`src/rtl/sng_bi_tx_pkg.sv`:
```
// Shared constants and types for the bipolar stochastic number transmitter.
//   DATAWD_DEFAULT : default operand / LFSR width
//   STREAM_LEN     : beats per stream for the default width (one LFSR period)
//   SEED_DEFAULT   : seed substituted for an all-zero seed
//   state_t        : transmitter FSM states
//   lfsr_taps()    : XOR feedback mask of a maximal-length LFSR per width
package sng_pkg;

   localparam int DATAWD_DEFAULT = 8;
   localparam int STREAM_LEN     = 2**DATAWD_DEFAULT - 1;
   localparam int SEED_DEFAULT   = 1;

   typedef enum logic {
      IDLE   = 1'b0,
      STREAM = 1'b1
   } state_t;

   // Bit i of the mask set means register bit i feeds the XOR.
   function automatic logic [31:0] lfsr_taps(input int n);
      case (n)
         3:       lfsr_taps = 32'h0000_0006;
         4:       lfsr_taps = 32'h0000_000C;
         5:       lfsr_taps = 32'h0000_0014;
         6:       lfsr_taps = 32'h0000_0030;
         7:       lfsr_taps = 32'h0000_0060;
         8:       lfsr_taps = 32'h0000_00B8;
         9:       lfsr_taps = 32'h0000_0110;
         10:      lfsr_taps = 32'h0000_0240;
         11:      lfsr_taps = 32'h0000_0500;
         12:      lfsr_taps = 32'h0000_0829;
         16:      lfsr_taps = 32'h0000_D008;
         default: lfsr_taps = 32'h0000_0000;
      endcase
   endfunction

endpackage

```
`src/rtl/sng_bi_tx_lfsr.sv`:
```
// Fibonacci XOR LFSR (maximal length, all-zero is the only lock-up state).
//   clk, rst      : clock, async active-high reset (register -> SEED_DEFAULT)
//   i_Enable      : advance one step
//   i_Seed_DV     : load i_Seed_Data (wins over i_Enable)
//   i_Seed_Data   : seed value
//   o_LFSR_Data   : current register value
//   o_LFSR_Done   : register has returned to the last loaded seed
module lfsr
   import sng_pkg::*;
#(
   parameter int NUM_BITS = DATAWD_DEFAULT
) (
   input  logic                clk,
   input  logic                rst,
   input  logic                i_Enable,
   input  logic                i_Seed_DV,
   input  logic [NUM_BITS-1:0] i_Seed_Data,
   output logic [NUM_BITS-1:0] o_LFSR_Data,
   output logic                o_LFSR_Done
);

   localparam logic [NUM_BITS-1:0] TAPS = NUM_BITS'(lfsr_taps(NUM_BITS));

   logic [NUM_BITS-1:0] lfsr_q;
   logic [NUM_BITS-1:0] seed_q;
   logic                feedback;

   assign feedback = ^(lfsr_q & TAPS);

   always_ff @(posedge clk or posedge rst) begin
      if (rst) begin
         lfsr_q <= NUM_BITS'(SEED_DEFAULT);
         seed_q <= NUM_BITS'(SEED_DEFAULT);
      end else if (i_Seed_DV) begin
         lfsr_q <= i_Seed_Data;
         seed_q <= i_Seed_Data;
      end else if (i_Enable) begin
         lfsr_q <= {lfsr_q[NUM_BITS-2:0], feedback};
      end
   end

   assign o_LFSR_Data = lfsr_q;
   assign o_LFSR_Done = (lfsr_q == seed_q);

endmodule

```
`src/rtl/sng_bi_tx.sv`:
```
// Bipolar stochastic number transmitter: turns operand iA into a serial
// bitstream of STREAM_LEN beats, oBit = (A > lfsr), one bit per accepted beat.
//   iA/iSeed/iValid/oReady : load handshake (accepted only in IDLE)
//   iAbort                 : drop the current stream (wins over acceptance)
//   oBit/oValid/iReady     : output beat with backpressure
//   oLast                  : final beat of the stream
//   oOnes                  : accepted one-bits since last load (SNG_ONES_CNT_EN)
// Optional feature macro: SNG_ONES_CNT_EN
//
// state  | meaning
// IDLE   | waiting for a load, oReady=1
// STREAM | emitting beats until last beat accepted or abort
module sng_bi_tx
   import sng_pkg::*;
#(
   parameter int DATAWD = DATAWD_DEFAULT
) (
   input  logic              clk,
   input  logic              rst,
   input  logic [DATAWD-1:0] iA,
   input  logic [DATAWD-1:0] iSeed,
   input  logic              iValid,
   output logic              oReady,
   input  logic              iAbort,
   output logic              oBit,
   output logic              oValid,
   input  logic              iReady,
`ifdef SNG_ONES_CNT_EN
   output logic [DATAWD-1:0] oOnes,
`endif
   output logic              oLast
);

   localparam int LEN = 2**DATAWD - 1;

   state_t            state, state_nxt;
   logic [DATAWD-1:0] a_buf;
   logic [DATAWD-1:0] cnt;
   logic [DATAWD-1:0] lfsr_val;
   logic [DATAWD-1:0] seed_sub;
   logic              stream, load, accept, last_beat;
   logic              unused_lfsr_done;

   assign stream    = (state == STREAM);
   assign load      = !stream && iValid;
   assign accept    = stream && iReady && !iAbort;
   assign last_beat = (cnt == DATAWD'(LEN - 1));
   assign seed_sub  = (iSeed == '0) ? DATAWD'(SEED_DEFAULT) : iSeed;

   always_ff @(posedge clk or posedge rst) begin
      if (rst) state <= IDLE;
      else     state <= state_nxt;
   end

   always_comb begin
      state_nxt = state;
      case (state)
         IDLE:    if (load) state_nxt = STREAM;
         STREAM:  if (iAbort || (accept && last_beat)) state_nxt = IDLE;
         default: state_nxt = IDLE;
      endcase
   end

   always_ff @(posedge clk or posedge rst) begin
      if (rst) begin
         a_buf <= '0;
         cnt   <= '0;
      end else if (load) begin
         a_buf <= iA;
         cnt   <= '0;
      end else if (accept) begin
         cnt   <= cnt + 1'b1;
      end
   end

   lfsr #(.NUM_BITS(DATAWD)) u_lfsr (
      .clk         (clk),
      .rst         (rst),
      .i_Enable    (accept),
      .i_Seed_DV   (load),
      .i_Seed_Data (seed_sub),
      .o_LFSR_Data (lfsr_val),
      .o_LFSR_Done (unused_lfsr_done)
   );

   assign oReady = !stream;
   assign oValid = stream;
   assign oBit   = stream && (a_buf > lfsr_val);
   assign oLast  = stream && last_beat;

`ifdef SNG_ONES_CNT_EN
   always_ff @(posedge clk or posedge rst) begin
      if (rst)                  oOnes <= '0;
      else if (load)            oOnes <= '0;
      else if (accept && oBit)  oOnes <= oOnes + 1'b1;
   end
`endif

endmodule

```
`config.mk`:
```
export PLATFORM = sky130hd
export DESIGN_NAME = sng_bi_tx
export DESIGN_NICKNAME = d
export VERILOG_FILES = /design/src/rtl/sng_bi_tx_pkg.sv /design/src/rtl/sng_bi_tx_lfsr.sv /design/src/rtl/sng_bi_tx.sv
export SDC_FILE = /design/constraint.sdc
export NUM_CORES = 1
export LEC_CHECK = 0
export ABC_AREA = 1
export BUFFER_PORTS_ARGS = -buffer_cell sky130_fd_sc_hd__buf_2
export CORE_ASPECT_RATIO = 1.75
export CORE_MARGIN = 10
export CORE_UTILIZATION = 51
export CTS_CLUSTER_SIZE = 25
export DETAILED_ROUTE_END_ITERATION = 8
export PLACE_DENSITY_LB_ADDON = 0.08
export SLEW_MARGIN = 0
export SYNTH_ARGS = -nofsm -noshare
export SYNTH_HDL_FRONTEND = slang
export SYNTH_SLANG_ARGS = --single-unit
```
`constraint.sdc`:
```
create_clock -name clk -period 2.5 [get_ports clk]
set_input_delay 0.5 -clock clk [delete_from_list [all_inputs] [get_ports clk]]
set_output_delay 0.5 -clock clk [all_outputs]
set_load 0.05 [all_outputs]
```
==> summary.md, run 1 <==
| Metric | Value |
|---|---|
| Average wire length per cell after detail routing | `approximately 13 µm` |
| Total cell area at the placement stage | `0.00160 mm²` |
| Top post-synthesis cells by area | `sky130_fd_sc_hd__dfrtp_1, sky130_fd_sc_hd__nand2_1, sky130_fd_sc_hd__ha_1` |
| Port-buffer cells | `24` |
| Number of global-route vias before repair | `around 1400` |
| Overall fraction of global-route tracks in use | `between 10% and 20%` |
| Antenna viol nets, final | `0` |
| Setup skew after layout | `0.0125 ns` |
| Maximum cell stage delay along the critical path | `0.40 ns` |
| Outcome | `finished, final reports clean` |
| Hold violation count in the final report | `0` |
| Top Family by Delay on Critical Path | `buffers and inverters` |
| Maximum level of the CTS H-tree | `1` |
| Worst Tran Pin Value | `0.320 ns` |
| Antenna violations before repair | `0` |
| Register area | `627 µm²` |
| Post-route cell area | `around 0.0016 mm²` |
| Standard cell core area | `0.00275 mm²` |
| Number of optimization iterations in the first detailed-route pass | `4` |
| IR Drop Worst-Case VDD | `roughly 0.42 mV` |
| Cell total after placement | `240` |
| Std-Cell Rows | `25` |
| Starting DRT DRC Count | `32` |
| Register area share after synthesis | `roughly 42%` |
| Dominant cell type by count on the critical path | `sky130_fd_sc_hd__nand2_1` |
| Post-Syn Area per Cell | `~7.7 µm²` |
| Count of yosys warnings during synthesis | `0` |
| Post-synthesis instance area | `between 0.001 and 0.0015 mm²` |
| Critical path arrival | `between 1.5 and 2 ns` |
| Fin. max-slew vios | `0` |
| Final worst-path cycle share | `around 90%` |
| Aggregate negative setup slack | `0 ns` |
| Fill count | `273` |
| Starting density of the core | `between 50% and 60%` |
| Upper clock frequency limit | `447 MHz` |
| Cell type with the highest aggregate area in the netlist | `sky130_fd_sc_hd__dfrtp_1` |
| Critical Path Sink Type | `output pin` |
| Source-to-sink clock delay at the later pin of the worst-skew pair | `0.27 ns` |
| Rel. slew slack | `around four fifths` |
| Synth Instances | `193` |
| Required time of the worst setup path | `~2 ns` |
| Die Ht | `roughly 90 µm` |
| TritonCTS Buffers | `3` |
| Total setup violations reported at the end of the flow | `0` |
| Bufs and invs on worst path | `3` |
| Net count of the mapped netlist | `224` |
| Clock tree from TritonCTS | `done` |
| Via density | `5.34` |
| Kind of start point of the critical path | `flop` |
| Number of top-level pins | `25` |
| Final estimated routing congestion in global placement | `roughly 0.81` |
| Power density of the placed cells | `722 mW/mm²` |
| Worst min-delay path class | `in2async` |
| PostCTS Resize Cnt | `0` |
| Crit path cell chain | `inv_1 > ha_1 > nand2_1 > inv_1 > nand2_1 > nand2_1 > nand2_1 > a21oi_1 > buf_2` |
| Die W | `60.7 µm` |
| Total Power Consumption | `about 1.2 mW` |
| Synthesis-to-layout area growth | `11.2%` |
| Count of nets after finishing | `between 200 and 250` |
| Clk slew on worst S/H paths | `0.09 ns` |
| Worst hold slack | `between 0.2 and 0.3 ns` |
| Layout cells sized above 1 | `17.5%` |
| Yosys top cell area share | `40.6%` |
| Total via count in the routed design | `roughly 1300` |
| Synthesized flop and latch total | `25` |
| Area used by multi-input combinational logic | `between 700 and 800 µm²` |
| Detailed placement HPWL | `between 2000 and 3000 µm` |
| First-pass GRT wire length | `5770 µm` |
| Max-cap viol count | `0` |
| Final cell count without fillers | `between 200 and 250` |
| Clock sink total | `25` |
| Hold-fix buffers at CTS | `0` |
| Critical Path Fanout Max | `5` |
| Leakage power total | `about 0.89 nW` |
| Overall routed net length | `around 3300 µm` |
| Post-CTS setup repair buffer count | `0` |
| Unrepaired setup endpoints after global routing | `no` |
| Maximum count of clock buffers along a single path | `2` |
| Diode insertion count for antenna repair | `0` |
| Critical path start-end classification | `reg2out` |
| Maximum number of pins on one net before global-route repair | `32` |
| DRC errors left | `0` |
| Global-route congestion overflow total | `0` |
| Post-route minimum period | `between 2 and 2.5 ns` |
| Slack of the critical path | `0.261 ns` |
| Worst-path cell with the longest stage delay | `sky130_fd_sc_hd__dfrtp_1` |
| Library cell used as clock root buffer | `sky130_fd_sc_hd__clkbuf_8` |
| Util after Layout | `about three fifths` |
| Synth cell types | `23` |
| Post-Place Setup Slack | `0.565 ns` |
| Die Footprint | `roughly 0.0055 mm²` |
==> area by class of cell <==
| type | count | area share, % |
|---|---|---|
| inverter | 23 | 5.24 |
| timing repair buffer | 25 | 7.75 |
| clock inverter | 1 | 0.304 |
| multi-input combinational | 140 | 44.1 |
| sequential | 25 | 38.1 |
| clock buffer | 3 | 2.51 |
| tap | 27 | 2.05 |
==> path summary, 6_finish.rpt <==
check | cells past startpoint | start | slack [ns] | end
max | 9 | u_lfsr.o_LFSR_Data[3] | 0.26 | oBit
min reg2reg | 2 | u_lfsr.o_LFSR_Data[0] | 0.50 | u_lfsr.o_LFSR_Data[0]
min in group clk | 3 | iA[2] | 0.42 | a_buf[2]
min | 3 | rst | 0.25 | cnt[6]
max reg2reg | 6 | oValid | 0.97 | cnt[1]
max in group asynchronous | 3 | rst | 1.96 | u_lfsr.o_LFSR_Data[0]
==> kinds of logic (layout without fill, tap and decap cells) <==
logic type / Yosys count / after routing / share of synthesized area (%)
AOI/OAI and AO/OA: 28 / 28 / 10.7
adders and majority gates: 10 / 10 / 8.45
buffers and inverters: 28 / 52 / 8.96
DFF: 25 / 25 / 42.4
and+or+nand+nor: 102 / 102 / 29.6
==> flip-flops by register name (all words and copies together), names as in the netlist <==
name                count
u_lfsr.o_LFSR_Data      8
a_buf                   8
cnt                     8
oValid                  1
==> placed cells by master (no fill, tap or decap), types with 3 or more instances in the layout <==
| cell | instances |
|---|---|
| sky130_fd_sc_hd__o211ai_1 | 5 |
| sky130_fd_sc_hd__nor2_1 | 10 |
| sky130_fd_sc_hd__nand2_1 | 66 |
| sky130_fd_sc_hd__o21ai_0 | 8 |
| sky130_fd_sc_hd__nand3_1 | 15 |
| sky130_fd_sc_hd__dfrtp_1 | 24 |
| sky130_fd_sc_hd__nand2_2 | 3 |
| sky130_fd_sc_hd__nand4_1 | 4 |
| sky130_fd_sc_hd__a21oi_1 | 9 |
| sky130_fd_sc_hd__clkbuf_8 | 3 |
| sky130_fd_sc_hd__inv_1 | 22 |
| sky130_fd_sc_hd__o21ai_1 | 4 |
| sky130_fd_sc_hd__buf_2 | 24 |
| sky130_fd_sc_hd__ha_1 | 10 |
==> cells in the mapped netlist (all sizes together) <==
library cell / n
o21bai: 1
o21a: 1
dfstp: 1
dfrtp: 24
o21ai: 12
nor3: 1
buf: 5
nand3: 15
ha: 10
inv: 23
nand4: 4
nor2: 12
a21oi: 9
o211ai: 5
nand2: 70
==> per-layer routing <==
metal / track usage, % / vias to the layer above / routed length, µm / part of all wire [%]
li1: - / 672 / - / -
met4: 4.78 / 0 / 46 / 1.4
met1: 13.6 / 611 / 1280 / 39
met3: 3.35 / 4 / 120 / 3.7
met2: 22.0 / 17 / 1830 / 56
met5: 0 / - / 0 / 0
==> report_power, final <==
group / switching [mW] / internal [mW] / leakage, nW
Clock: 0.126 / 0.111 / 0.0255
Combinational: 0.266 / 0.149 / 0.553
Sequential: 0.0526 / 0.484 / 0.315
Total: 0.445 / 0.744 / 0.893
==> worst min-delay path: stages <==
cell and delay [ns]:
sky130_fd_sc_hd__buf_2 0.10, sky130_fd_sc_hd__inv_1 0.04, sky130_fd_sc_hd__buf_4 0.29
(Power assumes the default switching activity.)
==> inputs of run 2 (changes only) <==
CORE_UTILIZATION = 59   (was 51)
==> summary.md, run 2 (synthesis results as in run 1) <==
| Metric | Value |
|---|---|
| Worst Reg2Reg Path Length in Cells | `6 (unchanged)` |
| Maximum number of pins on one net before global-route repair | `32 (unchanged)` |
| Cell internal pwr | `0.747 mW (+0.30%)` |
| Util after Layout | `66.8% (+7.0 points)` |
| Sequential group share of total power | `44.8% (-0.3 points)` |
| Post-CTS setup repair buffer count | `0 (unchanged)` |
| Switching part of the total | `37.6% (+0.18 points)` |
| Maximum count of clock buffers along a single path | `2 (unchanged)` |
| Aggregate negative setup slack | `0 ns (unchanged)` |
| Post-route minimum period | `2.26 ns (+0.0229 ns)` |
| Most common cell after layout, fill and taps aside | `sky130_fd_sc_hd__nand2_1` |
| Number of top-level pins | `25 (unchanged)` |
| Die Ht | `86.3 µm (-5.5%)` |
| Hold violation count in the final report | `0 (unchanged)` |
| Synthesis-to-layout area growth | `11.1%` |
| Total setup violations reported at the end of the flow | `0 (unchanged)` |
| Maximum level of the CTS H-tree | `1 (unchanged)` |
| Clock tree from TritonCTS | `done` |
| PostCTS Resize Cnt | `0 (unchanged)` |
| Kind of start point of the critical path | `flop` |
| Via density | `5.40 (+0.95%)` |
| Register area | `627 µm² (unchanged)` |
| Die Footprint | `0.00499 mm² (-9.9%)` |
| Final worst-path cycle share | `90.5% (+0.92 points)` |
| Upper clock frequency limit | `442 MHz (-1.0%)` |
| Critical path start-end classification | `reg2out` |
| Source-to-sink clock delay at the later pin of the worst-skew pair | `0.27 ns (about the same)` |
| Worst min-delay path class | `in2async` |
| Outcome | `finished, final reports clean` |
| Count of nets after finishing | `249 (unchanged)` |
| Max-cap viol count | `0 (unchanged)` |
| Required time of the worst setup path | `2.00 ns (about the same)` |
| Starting density of the core | `60.1% (+6.3 points)` |
| Antenna violations before repair | `0 (unchanged)` |
| Diode insertion count for antenna repair | `0 (unchanged)` |
| Commonest non-fill, non-tap cells in the layout | `sky130_fd_sc_hd__nand2_1, sky130_fd_sc_hd__dfrtp_1, sky130_fd_sc_hd__buf_2` |
| Clock sink total | `25 (unchanged)` |
| IR Drop Worst-Case VDD | `0.512 mV (+23%)` |
| Std-Cell Rows | `24 (-4.0%)` |
| Rel. slew slack | `78.3% (-0.37 points)` |
| Number of global-route vias before repair | `1411 (+3.1%)` |
| Share of power burned in the clock network | `20.2% (+0.2 points)` |
| DRC errors left | `0 (unchanged)` |
| Fill count | `225 (-18%)` |
| Critical path arrival | `1.76 ns (+0.02 ns)` |
| Leakage power total | `0.890 nW (-0.31%)` |
| Global-route congestion overflow total | `0 (unchanged)` |
| Starting DRT DRC Count | `51 (+59%)` |
| Worst Tran Pin Value | `0.326 ns (+0.00586 ns)` |
| Clk slew on worst S/H paths | `0.09 ns (about the same)` |
| Setup slack on the worst flop-to-flop path | `0.95 ns (-0.02 ns)` |
| Area used by multi-input combinational logic | `726 µm² (unchanged)` |
| Standard cell core area | `0.00246 mm² (-11%)` |
| Unrepaired setup endpoints after global routing | `no` |
| Overall routed net length | `3400 µm (+3.6%)` |
| Net switching power | `0.450 mW (+1.1%)` |
| First-pass GRT wire length | `6040 µm (+4.7%)` |
| FF-to-FF End | `cnt[1]` |
| Detailed placement HPWL | `2630 µm (+1.7%)` |
| Setup skew after layout | `0.00322 ns (-0.00924 ns)` |
| Hold-fix buffers at CTS | `0 (unchanged)` |
| Port-buffer cells | `24 (unchanged)` |
| Layout cells sized above 1 | `17.1% (-0.46 points)` |
| Logic gate share of total power | `35.0% (about the same)` |
| Overall fraction of global-route tracks in use | `14.7% (+2.1 points)` |
| Die W | `57.9 µm (-4.7%)` |
| Critical Path Fanout Max | `5 (unchanged)` |
| Final estimated routing congestion in global placement | `0.783 (-3.9%)` |
| Number of optimization iterations in the first detailed-route pass | `4 (unchanged)` |
| TritonCTS Buffers | `3 (unchanged)` |
| Total via count in the routed design | `1311 (+0.54%)` |
| Fin. max-slew vios | `0 (unchanged)` |
| Average wire length per cell after detail routing | `14.0 µm (+4.0%)` |
| Power density of the placed cells | `728 mW/mm² (+0.73%)` |
| Critical Path Sink Type | `output pin` |
| Library cell used as clock root buffer | `sky130_fd_sc_hd__clkbuf_8` |
| Crit Reg-Reg Startpoint | `oValid` |
| Antenna viol nets, final | `0 (unchanged)` |
## run 2: changes by cell type in the layout (fill, tap and decap cells not counted)
cell and change:
sky130_fd_sc_hd__clkinv_2 -1, sky130_fd_sc_hd__clkbuf_1 +1
## run 2: area by class of cell
type	instances	share of cell area, %
clock buffer	4	2.74
inverter	23	5.25
multi-input combinational	140	44.1
sequential	25	38.1
tap	26	1.98
timing repair buffer	25	7.76
## run 2: per-layer routing
layer	wire, µm	global-route usage [%]
met5	0	0
met4	84	5.79
met3	97	1.90
met2	1860	28.0
met1	1360	15.3
## run 2: power by group through the flow
stage	logic, mW	clock network (mW)	registers [mW]
3_3_place_gp	0.402	0	0.538
5_1_grt	0.492	0.252	0.547
6_report	0.419	0.242	0.535
4_1_cts	0.423	0.240	0.536
2_1_floorplan	0.324	0	0.538
3_5_place_dp	0.422	0	0.543
## run 2: how the worst max path moves through the flow
stage | startpoint | endpoint | cells after the start
6_report | u_lfsr.o_LFSR_Data[5] | oBit | 7
3_3_place_gp | u_lfsr.o_LFSR_Data[7] | oBit | 7
4_1_cts | u_lfsr.o_LFSR_Data[5] | oBit | 7
2_1_floorplan | u_lfsr.o_LFSR_Data[3] | oBit | 7
3_5_place_dp | u_lfsr.o_LFSR_Data[7] | oBit | 7
5_1_grt | u_lfsr.o_LFSR_Data[5] | oBit | 8
## run 2: worst max-delay path, stage by stage (launching register included)
cell	delay, ns
sky130_fd_sc_hd__dfrtp_1	0.38
sky130_fd_sc_hd__inv_1	0.11
sky130_fd_sc_hd__ha_1	0.32
sky130_fd_sc_hd__nand2_1	0.07
sky130_fd_sc_hd__nor2_1	0.16
sky130_fd_sc_hd__nand2_1	0.08
sky130_fd_sc_hd__a21oi_1	0.11
sky130_fd_sc_hd__buf_2	0.27
## run 2: stage by stage
stage                     worst slack [ns]  hold slack [ns]  instance area [µm²]  total power, mW  cells
final                                0.238            0.269                 1640             1.20    243
after global routing                 0.105            0.304                 1640             1.29    243
after detailed placement             0.546            0.472                 1600            0.965    239
after CTS                            0.244            0.288                 1640             1.20    243
after floorplan                      0.270            0.455                 1490            0.862    193
after global placement               0.556            0.473                 1600            0.940    239
==> inputs of run 3 (changes only) <==
==> constraint.sdc (replaced) <==
create_clock -name clk -period 2.5 [get_ports clk]
set_input_delay 0.25 -clock clk [delete_from_list [all_inputs] [get_ports clk]]
set_output_delay 0.25 -clock clk [all_outputs]
set_load 0.05 [all_outputs]
==> summary.md, run 3 (synthesis results as in run 1) <==
| Metric | Value |
|---|---|
| Outcome | `finished, final reports clean` |
| Hold-fix buffers at CTS | `0 (unchanged)` |
| Critical path start-end classification | `reg2out` |
| Starting density of the core | `60.1% (unchanged)` |
| Die Ht | `86.3 µm (unchanged)` |
| Fin. max-slew vios | `0 (unchanged)` |
| Overall routed net length | `3480 µm (+2.6%)` |
| TritonCTS Buffers | `3 (unchanged)` |
| Maximum number of pins on one net before global-route repair | `32 (unchanged)` |
| Final estimated routing congestion in global placement | `0.795 (+1.5%)` |
| Util after Layout | `66.3% (-0.51 points)` |
| Critical Path Fanout Max | `4 (-1)` |
| Worst Reg2Reg Path Length in Cells | `6 (unchanged)` |
| Via density | `5.45 (+1.0%)` |
| Max-cap viol count | `0 (unchanged)` |
| IR Drop Worst-Case VDD | `0.483 mV (-5.8%)` |
| Critical Path Sink Type | `output pin` |
| Clock sink total | `25 (unchanged)` |
| Number of optimization iterations in the first detailed-route pass | `4 (unchanged)` |
| Count of nets after finishing | `248 (-0.40%)` |
| Number of top-level pins | `25 (unchanged)` |
| Fill count | `230 (+2.2%)` |
| PostCTS Resize Cnt | `0 (unchanged)` |
| First-pass GRT wire length | `6070 µm (+0.46%)` |
| Antenna viol nets, final | `0 (unchanged)` |
| Clock tree from TritonCTS | `done` |
| Power density of the placed cells | `736 mW/mm² (+1.2%)` |
| Detailed placement HPWL | `2720 µm (+3.7%)` |
| Total setup violations reported at the end of the flow | `0 (unchanged)` |
| Clk slew on worst S/H paths | `0.09 ns (about the same)` |
| Crit Reg-Reg Startpoint | `oValid` |
| FF-to-FF End | `cnt[1]` |
| CP startpoint | `u_lfsr.o_LFSR_Data[7]` |
| Hold violation count in the final report | `0 (unchanged)` |
| Upper clock frequency limit | `505 MHz (+14%)` |
| Setup skew after layout | `0.00789 ns (+0.00466 ns)` |
| Maximum level of the CTS H-tree | `1 (unchanged)` |
| Layout cells sized above 1 | `16.2% (-0.85 points)` |
| Rel. slew slack | `35.8% (-43 points)` |
| Kind of start point of the critical path | `flop` |
| Final worst-path cycle share | `79.3% (-11 points)` |
| Die W | `57.9 µm (unchanged)` |
| Average wire length per cell after detail routing | `14.4 µm (+3.0%)` |
| Overall fraction of global-route tracks in use | `15.0% (+0.32 points)` |
| Port-buffer cells | `24 (unchanged)` |
| Unrepaired setup endpoints after global routing | `no` |
| Std-Cell Rows | `24 (unchanged)` |
| Total via count in the routed design | `1319 (+0.61%)` |
| Worst min-delay path class | `in2reg` |
| Aggregate negative setup slack | `0 ns (unchanged)` |
| Global-route congestion overflow total | `0 (unchanged)` |
| Diode insertion count for antenna repair | `0 (unchanged)` |
| Post-route minimum period | `1.98 ns (-0.280 ns)` |
| Most common cell after layout, fill and taps aside | `sky130_fd_sc_hd__nand2_1` |
| Synthesis-to-layout area growth | `10.2%` |
| Antenna violations before repair | `0 (unchanged)` |
| Library cell used as clock root buffer | `sky130_fd_sc_hd__clkbuf_8` |
| Standard cell core area | `0.00246 mm² (unchanged)` |
| Source-to-sink clock delay at the later pin of the worst-skew pair | `0.28 ns (about the same)` |
| Starting DRT DRC Count | `22 (-57%)` |
| Worst Tran Pin Value | `0.963 ns (+0.637 ns)` |
| Leakage power total | `0.886 nW (-0.55%)` |
| Required time of the worst setup path | `2.25 ns (+0.25 ns)` |
| Die Footprint | `0.00499 mm² (unchanged)` |
| DRC errors left | `0 (unchanged)` |
| Critical path arrival | `1.73 ns (-0.03 ns)` |
| Post-CTS setup repair buffer count | `0 (unchanged)` |
| Worst setup path end | `oBit` |
| Maximum count of clock buffers along a single path | `2 (unchanged)` |
| Number of global-route vias before repair | `1401 (-0.71%)` |
| Commonest non-fill, non-tap cells in the layout | `sky130_fd_sc_hd__nand2_1, sky130_fd_sc_hd__dfrtp_1, sky130_fd_sc_hd__buf_2` |
| Setup slack on the worst flop-to-flop path | `0.98 ns (+0.03 ns)` |
-- run 3: changes by cell type in the layout (fill, tap and decap cells not counted), sizes merged --
cell  change
buf       -1
-- run 3: worst min path at each step --
stage | start | endpoint | slack [ns] | cells past startpoint
floorplan | rst | a_buf[0] | 0.28 | 1
global placement | iA[3] | a_buf[3] | 0.44 | 3
detailed placement | iA[3] | a_buf[3] | 0.45 | 3
CTS | iA[3] | a_buf[3] | 0.16 | 3
global route | iA[3] | a_buf[3] | 0.19 | 3
finish | iA[2] | a_buf[2] | 0.16 | 3
-- run 3: area by class of cell --
cell class	count	area, µm²	area share [%]
multi-input combinational	140	721	44.2
inverter	23	86.3	5.29
tap	26	32.5	1.99
timing repair buffer	24	120	7.36
clock buffer	4	45.0	2.76
sequential	25	627	38.4
-- run 3: worst max-delay path, cell delays in order, from the launching register on --
cell and delay, ns:
sky130_fd_sc_hd__dfrtp_1 0.37, sky130_fd_sc_hd__inv_1 0.08, sky130_fd_sc_hd__ha_1 0.30, sky130_fd_sc_hd__nand2_1 0.08
sky130_fd_sc_hd__nor2_1 0.17, sky130_fd_sc_hd__nand2_1 0.07, sky130_fd_sc_hd__a21oi_1 0.11, sky130_fd_sc_hd__buf_2 0.27
-- run 3: where the power goes --
part           switching [mW]  total [mW]  internal, mW
logic                   0.270       0.418         0.148
clock network           0.132       0.246         0.114
registers              0.0527       0.537         0.484
-- run 3: stage by stage --
step	area [µm²]	cells	setup slack, ns	hold slack (ns)	power [mW]
6_report	1630	242	0.519	0.162	1.20
3_5_place_dp	1590	238	0.806	0.447	0.964
2_1_floorplan	1480	193	0.121	0.277	0.861
3_3_place_gp	1590	238	0.821	0.444	0.939
5_1_grt	1630	242	0.362	0.193	1.29
4_1_cts	1630	242	0.501	0.164	1.20
-- run 3: routing by layer --
layer | global-route usage, % | part of all wire, %
met1 | 14.9 | 38
met5 | 0 | 0
met2 | 28.8 | 57
met4 | 6.65 | 2.5
met3 | 2.34 | 2.4
